<file path="src/rtl/axis_cpu_arb.sv">
// ---- axis_cpu_arb : packet-level round-robin arbiter sharing one CPU stream ----
// ---- rev 1.0 : initial release                                              ----
`default_nettype none

module axis_cpu_arb #(
   parameter int N_SRC  = 4,
   parameter int TAG_AW = 3
) (
   input  logic                  clk,
   input  logic                  rst,
   input  logic [32*N_SRC-1:0]   src_TDATA,
   input  logic [N_SRC-1:0]      src_TVALID,
   input  logic [N_SRC-1:0]      src_TLAST,
   output logic [N_SRC-1:0]      src_TREADY,
   output logic [31:0]           cpu_din_TDATA,
   output logic                  cpu_din_TVALID,
   output logic                  cpu_din_TLAST,
   input  logic                  cpu_din_TREADY,
   input  logic [31:0]           cpu_dout_TDATA,
   input  logic                  cpu_dout_TVALID,
   input  logic                  cpu_dout_TLAST,
   output logic                  cpu_dout_TREADY,
   output logic [31:0]           dst_TDATA,
   output logic                  dst_TLAST,
   output logic [N_SRC-1:0]      dst_TVALID,
   input  logic [N_SRC-1:0]      dst_TREADY,
   output logic [TAG_AW:0]       pending
);

   localparam int IW    = (N_SRC > 1) ? $clog2(N_SRC) : 1;
   localparam int DEPTH = 1 << TAG_AW;

   typedef enum logic [0:0] {
      IDLE = 1'b0,
      BUSY = 1'b1
   } state_t;

   state_t              state_q, state_d;
   logic [IW-1:0]       grant_q, grant_d;
   logic [IW-1:0]       last_q, last_d;
   logic [IW-1:0]       rr_idx;
   logic [IW-1:0]       sel;
   logic                sel_found;
   logic [TAG_AW-1:0]   wr_ptr_q, rd_ptr_q;
   logic [TAG_AW:0]     count_q;
   logic [IW-1:0]       tag_mem_q [DEPTH];
   logic [IW-1:0]       head;
   logic                fifo_full, fifo_empty;
   logic                push, pop;
   logic [31:0]         src_data [N_SRC];

   generate
      for (genvar i = 0; i < N_SRC; i++) begin : g_src_unpack
         assign src_data[i] = src_TDATA[32*i +: 32];
      end
   endgenerate

   assign fifo_empty = (count_q == '0);
   assign fifo_full  = (count_q == (TAG_AW+1)'(DEPTH));
   assign head       = tag_mem_q[rd_ptr_q];
   assign pending    = count_q;
   assign dst_TDATA  = cpu_dout_TDATA;
   assign dst_TLAST  = cpu_dout_TLAST;

   // Search starts just after the previous winner so every requester gets a turn.
   always_comb begin
      sel       = '0;
      sel_found = 1'b0;
      rr_idx    = '0;
      for (int k = 1; k <= N_SRC; k++) begin
         rr_idx = IW'((int'(last_q) + k) % N_SRC);
         if (!sel_found && src_TVALID[rr_idx]) begin
            sel_found = 1'b1;
            sel       = rr_idx;
         end
      end
   end

   always_comb begin
      state_d        = state_q;
      grant_d        = grant_q;
      last_d         = last_q;
      push           = 1'b0;
      src_TREADY     = '0;
      cpu_din_TVALID = 1'b0;
      cpu_din_TDATA  = src_data[grant_q];
      cpu_din_TLAST  = src_TLAST[grant_q];
      case (state_q)
         IDLE: begin
            if (sel_found && !fifo_full) begin
               state_d = BUSY;
               grant_d = sel;
               last_d  = sel;
               push    = 1'b1;
            end
         end
         BUSY: begin
            if (!rst) begin
               cpu_din_TVALID      = src_TVALID[grant_q];
               src_TREADY[grant_q] = cpu_din_TREADY;
            end
            if (src_TVALID[grant_q] && cpu_din_TREADY && src_TLAST[grant_q]) begin
               state_d = IDLE;
            end
         end
         default: state_d = IDLE;
      endcase
   end

   always_comb begin
      dst_TVALID      = '0;
      cpu_dout_TREADY = 1'b0;
      if (!fifo_empty && !rst) begin
         dst_TVALID[head] = cpu_dout_TVALID;
         cpu_dout_TREADY  = dst_TREADY[head];
      end
   end

   assign pop = cpu_dout_TVALID & cpu_dout_TREADY & cpu_dout_TLAST;

   always_ff @(posedge clk) begin
      if (rst) begin
         state_q  <= IDLE;
         grant_q  <= '0;
         last_q   <= IW'(N_SRC - 1);
         wr_ptr_q <= '0;
         rd_ptr_q <= '0;
         count_q  <= '0;
      end else begin
         state_q <= state_d;
         grant_q <= grant_d;
         last_q  <= last_d;
         if (push) wr_ptr_q <= wr_ptr_q + 1'b1;
         if (pop)  rd_ptr_q <= rd_ptr_q + 1'b1;
         case ({push, pop})
            2'b10:   count_q <= count_q + 1'b1;
            2'b01:   count_q <= count_q - 1'b1;
            default: count_q <= count_q;
         endcase
      end
   end

   // Tag storage needs no reset; only the pointers define validity.
   always_ff @(posedge clk) begin
      if (push && !rst) tag_mem_q[wr_ptr_q] <= sel;
   end

endmodule

`default_nettype wire

</file>
<file path="config.mk">
export PLATFORM = sky130hd
export DESIGN_NAME = axis_cpu_arb
export DESIGN_NICKNAME = d
export VERILOG_FILES = /design/src/rtl/axis_cpu_arb.sv
export SDC_FILE = /design/constraint.sdc
export NUM_CORES = 1
export LEC_CHECK = 0
export BUFFER_PORTS_ARGS = -buffer_cell sky130_fd_sc_hd__buf_2
export CAP_MARGIN = 20
export CELL_PAD_IN_SITES_DETAIL_PLACEMENT = 1
export CELL_PAD_IN_SITES_GLOBAL_PLACEMENT = 2
export CORE_ASPECT_RATIO = 1.75
export CORE_MARGIN = 2
export CORE_UTILIZATION = 18
export CTS_CLUSTER_DIAMETER = 150
export DETAILED_ROUTE_END_ITERATION = 12
export PLACE_DENSITY = 0.82
export SYNTH_ARGS = -nofsm -noshare
export SYNTH_HDL_FRONTEND = slang
export SYNTH_SLANG_ARGS = --single-unit
</file>
<file path="constraint.sdc">
create_clock -name clk -period 3.1 [get_ports clk]
set_clock_uncertainty 0.1 [all_clocks]
set_input_delay 0 -clock clk [delete_from_list [all_inputs] [get_ports clk]]
set_output_delay 0 -clock clk [all_outputs]
set_load 0.01 [all_outputs]
</file>
After elaboration in Yosys (flattened, before gate mapping)
Memory sizes are Yosys's and may differ from the RTL's. A register that Yosys moved wholly into a read port is not among the register bits.
Cells that the tools add are included.

word-level totals
  memories kept = 1
  input port bits = 177
  memory bits (writable) = 16
  register bits after elaboration = 15

operators by class
  reduce and logical (&&, ||, !) cells = 19
  muxes and demuxes = 44
  add/sub/neg operators = 8
  bitwise gates (word level) = 6
  equal/unequal tests = 3
  order comparisons = 9

memory list
  name       words  bits a word  rd ports  clocked after Yosys merged registers in  wr ports  RTL line  text
  tag_mem_q  8      2            1         1                                        1         46        logic [IW-1:0] tag_mem_q [DEPTH];

operator list
  operator                                                                             count
  32-bit binary-select mux with 2-bit select                                           1
  32-bit two-way mux                                                                   2
  1-bit two-way mux                                                                    21
  2-bit by 3-bit < comparator with 1-bit output, second input constant                 6
  1-bit binary-select mux with 2-bit select                                            7
  4-bit two-way mux                                                                    3
  1-bit logical AND                                                                    10
  4-bit bitwise AND                                                                    2
  2-bit two-way mux                                                                    4
  4-bit one-hot mux with 2 select lines                                                1
  3-bit by 1-bit adder with 3-bit output, second input constant                        2
  1-bit logical NOT                                                                    6
  3-bit two-way mux                                                                    2
  2-bit by 1-bit adder with 2-bit output, second input constant                        2
  2-bit adder, second input constant                                                   2
  4-bit by 1-bit adder with 4-bit output, second input constant                        1
  1-bit demux with 2-bit select                                                        2
  4-bit == test, second input constant                                                 1
  2-bit by 1-bit greater-or-equal comparator with 1-bit output, second input constant  2
  4-bit logical NOT                                                                    1
  4-bit by 1-bit subtractor with 4-bit output, second input constant                   1
  3-bit greater-or-equal comparator, second input constant                             1
  2-bit inverter with 3-bit output                                                     1
  1-bit bitwise AND                                                                    2
  other kinds (6)                                                                      6

Logic depth before layout (Yosys ltp)
  depth in word-level cells = 19
  depth in mapped cells = 13
  mapped depth without buffers = 12

Least setup slack after synthesis
No wires, ideal clock.

  path kind = flip-flop to flip-flop
  from = register (tool-made name)
  to = register count_q[3], in the netlist pending[3]
  buffers on the path = 1
  period minus slack after synthesis = 3343 ps
  stages on the path, launching flop included = 14
  arrival time = 3172 ps
  setup slack = -243 ps
  setup time = 71 ps
  path through = dfxtp_1 buf_6 mux2_1 mux4_2 mux4_2 nand4_4 inv_1 ha_1 ha_1 a21o_1 a21oi_1 xnor2_1 or3_1 a21oi_1

RTL lines
  what                  RTL line  text
  to (signal assigned)  136       2'b10: count_q <= count_q + 1'b1;
  to (signal assigned)  137       2'b01: count_q <= count_q - 1'b1;
  to (signal assigned)  138       default: count_q <= count_q;
  to (decl)             45        logic [TAG_AW:0] count_q;

==> impl_metrics.py <==
metrics = {
    "worst_setup_path": {
        "cp.required_ns": 3.21,
        "critical_path_arrival_ns": 3.46,
        "worst-setup-path-type": "register to register",
        "critPathLaunchType": "register",
        "crit_family": "multiplexers",
        "worstPathMaxFanout": 6,
        "crit_chain": "mux2_4 -> mux4_2 -> mux4_2 -> nand4_4 -> inv_2 -> ha_4 -> ha_4 -> a21o_1 -> a21oi_2 -> xnor2_2 -> or3_4 -> a21oi_2",
        "slowest_delay_ns": 0.50,
        "cp-end-kind": "register",
        "slowest_stage": "mux4_2",
        "crit_buf_inv": 1,
    },
    "timing": {
        "period_needed_ns": 3.35,
        "tightestPinTransition_ns": 0.798,
        "rsz0062_at_grt": "true",
        "period_share_pct": 108,
        "fmax_mhz": 299,
        "hold_viol_final": 0,
        "setup_violations": 2,
        "relSlewSlack_pct": 46.8,
        "worst_slack_ns": -0.247,
        "maxSlewViolCount": 0,
    },
    "power": {
        "power_frac_comb_pct": 38.0,
        "pwr-share-seq_pct": 33.2,
        "p_sw_share_pct": 30.6,
        "p_int_mw": 1.18,
        "p_leak_nw": 1.90,
        "power.density_mw_per_mm2": 400,
        "fin_total_pwr_mw": 1.70,
        "p_switching_mw": 0.520,
        "max-vdd-ir-drop_uv": 211,
        "clkPwrFrac_pct": 28.8,
    },
    "layout": {
        "nets": 606,
        "layout_common_cells": "192 x buf_2, 36 x mux4_2, 33 x dlygate4sd3_1",
        "final_common_cell": "buf_2",
        "drive_gt1_share_pct": 62.5,
        "finish.utilization_pct": 28.6,
        "area_growth_pct": 55.9,
    },
    "placement": {
        "gp_congestion": 0.856,
        "io_buffers": 192,
        "post-place-ws_ns": -0.275,
        "dp_hpwl_mm": 9.37,
    },
    "floorplanning": {
        "die_area_sq_mm": 0.0162,
        "core.rowCount": 59,
        "die_w_um": 97.0,
        "die_h_um": 167,
        "core-area_sq_mm": 0.0148,
        "ios": 257,
        "start_util_pct": 18.4,
    },
    "logic_synthesis": {
        "synth_seq_cells": 34,
        "synth_cell_type_count": 41,
        "yosys_warnings": 0,
        "netlist_area_sq_mm": 0.00272,
        "synth_nets": 408,
        "synth_seq_area_share_pct": 30.9,
        "avgSynthCellArea_sq_um": 12.1,
        "syn_inst": 225,
    },
    "clock_tree": {
        "cts_made_buffers": 5,
        "cts_max_level": 2,
        "cts_tree": "done",
        "cts_root_buf": "clkbuf_16",
        "clockBufferDepth": 2,
        "clock_latency_ns": 0.28,
        "clkSlewWorstSetupHoldPaths_ns": 0.05,
        "cts.sinks": 34,
    },
    "grt": {
        "overflow": 0,
        "grt_pass1_vias": 2962,
        "grt_antenna_before_repair": 3,
        "grt_max_degree": 31,
        "grt_pass1_wl_mm": 16.7,
        "grt_use_total_pct": 13.3,
    },
    "run_status": {
        "violations": "setup timing",
        "outcome": "complete, but fails checks",
    },
    "drt": {
        "via_count": 2732,
        "wire_per_inst_um": 18.4,
        "drtIter0Drc": 99,
        "detail-route-antenna-nets": 0,
        "drt-total-wl_mm": 11.2,
        "dr.pass1.iters": 4,
        "route.detailed.drc": 0,
        "vias_per_cell": 4.49,
    },
    "hold_path": {
        "hold_class": "primary input to register",
    },
    "flow_run": {
        "maxCapViolCount": 0,
    },
}
[path summary, 6_finish.rpt]
check / startpoint / to / slack, ns / cells past startpoint
setup / recovery: register / pending[3] / -0.25 / 12
hold / removal: rst / pending[3] / 0.04 / 3
setup reg to reg: register / pending[3] / -0.25 / 12
hold reg to reg: rd_ptr_q[2] / rd_ptr_q[2] / 0.38 / 1
[Yosys cell counts (all sizes together)]
cell type,instances,share of area (%)
a21oi,10,1.8
a211o,1,0.32
nand4,1,0.78
a31oi,1,0.23
a211oi,1,0.28
xnor2,2,0.64
nor2b,4,0.92
fa,1,0.73
nor3b,1,0.28
nand3,3,0.55
mux2,5,2.2
and2,1,0.23
nand3b,1,0.28
or3,2,0.46
dfxtp,18,13
buf,40,10
clkbuf,5,1.1
mux4,38,32
edfxtp,16,18
a21o,1,0.28
and3b,2,0.64
o221ai,1,0.32
nor3,4,0.73
o21ai,2,0.37
inv,7,0.96
mux2i,6,2.2
and3,2,0.46
nand2,6,0.83
or2b,2,0.64
nand2b,8,1.8
a221o,1,0.37
ha,5,2.3
nor2,24,3.3
xor2,3,0.96
[stage by stage]
step | hold slack, ns | cell area (sq um) | instances | TNS (ns)
floorplan | -0.00823 | 2750 | 225 | -0.0940
global placement | -0.0999 | 3710 | 564 | -0.122
detailed placement | -0.0999 | 3710 | 564 | -0.320
CTS | 0.0644 | 4200 | 606 | -0.265
global route | 0.0826 | 4250 | 608 | -0.491
finish | 0.0430 | 4250 | 608 | -0.248
[worst register-to-register path: cells and delay by family (launching register included)]
family / cells / cell delay, ns
multiplexers: 3 / 1.29
AND/OR/NAND/NOR: 2 / 0.50
AO/OA/AOI/OAI: 3 / 0.47
flip-flops: 1 / 0.40
adder cells (fa/ha/maj): 2 / 0.37
XOR/XNOR: 1 / 0.08
buffers and inverters: 1 / 0.06
[metal layers]
| metal | part of all wire [%] | global-route usage (%) |
|---|---|---|
| met1 | 33 | 13.4 |
| met2 | 54 | 24.9 |
| met3 | 7.9 | 3.78 |
| met4 | 4.7 | 5.88 |
| met5 | 0.20 | 0 |
[state kept, by name (all words and copies together) (netlist names), named ones only]
signal / flops
grant_q: 2
last_q: 2
pending: 4
rd_ptr_q: 3
state_q: 1
tag_mem_q: 16
wr_ptr_q: 3
[logic make-up (layout without fill, tap and decap cells)]
group | Yosys count | in the layout | synth area share, %
AO/OA/AOI/OAI | 18 | 18 | 4.00
other | 0 | 1 | 0
flip-flops | 34 | 34 | 30.9
buffers and inverters | 52 | 251 | 12.4
AND/OR/NAND/NOR | 61 | 61 | 11.9
multiplexers | 49 | 49 | 36.1
adder cells (fa/ha/maj) | 6 | 6 | 3.03
XOR/XNOR | 5 | 5 | 1.61
[power groups by stage]
stage / Combinational (mW) / Sequential (mW) / Clock [mW]
2_1_floorplan: 0.400 / 0.542 / 0
3_3_place_gp: 0.579 / 0.571 / 0
3_5_place_dp: 0.600 / 0.574 / 0
4_1_cts: 0.650 / 0.565 / 0.505
5_1_grt: 0.701 / 0.573 / 0.520
6_report: 0.646 / 0.565 / 0.489
[timing repair]
item,4_1_cts,5_1_grt
resized for setup,1,5
hold buffers,33,0
setup buffers,1,1
pin swaps,0,4
endpoints found under the hold margin,33,0
endpoints found under the setup margin,2,2
[area by class of cell]
type	count	area, sq um
inverter	7	26.3
multi-input combinational	139	1610
clock buffer	7	143
tap	183	229
antenna	1	2.50
fill	1719	10600
timing repair buffer	236	1390
clock inverter	1	5.00
sequential	34	847
(Power assumes the default switching activity.)
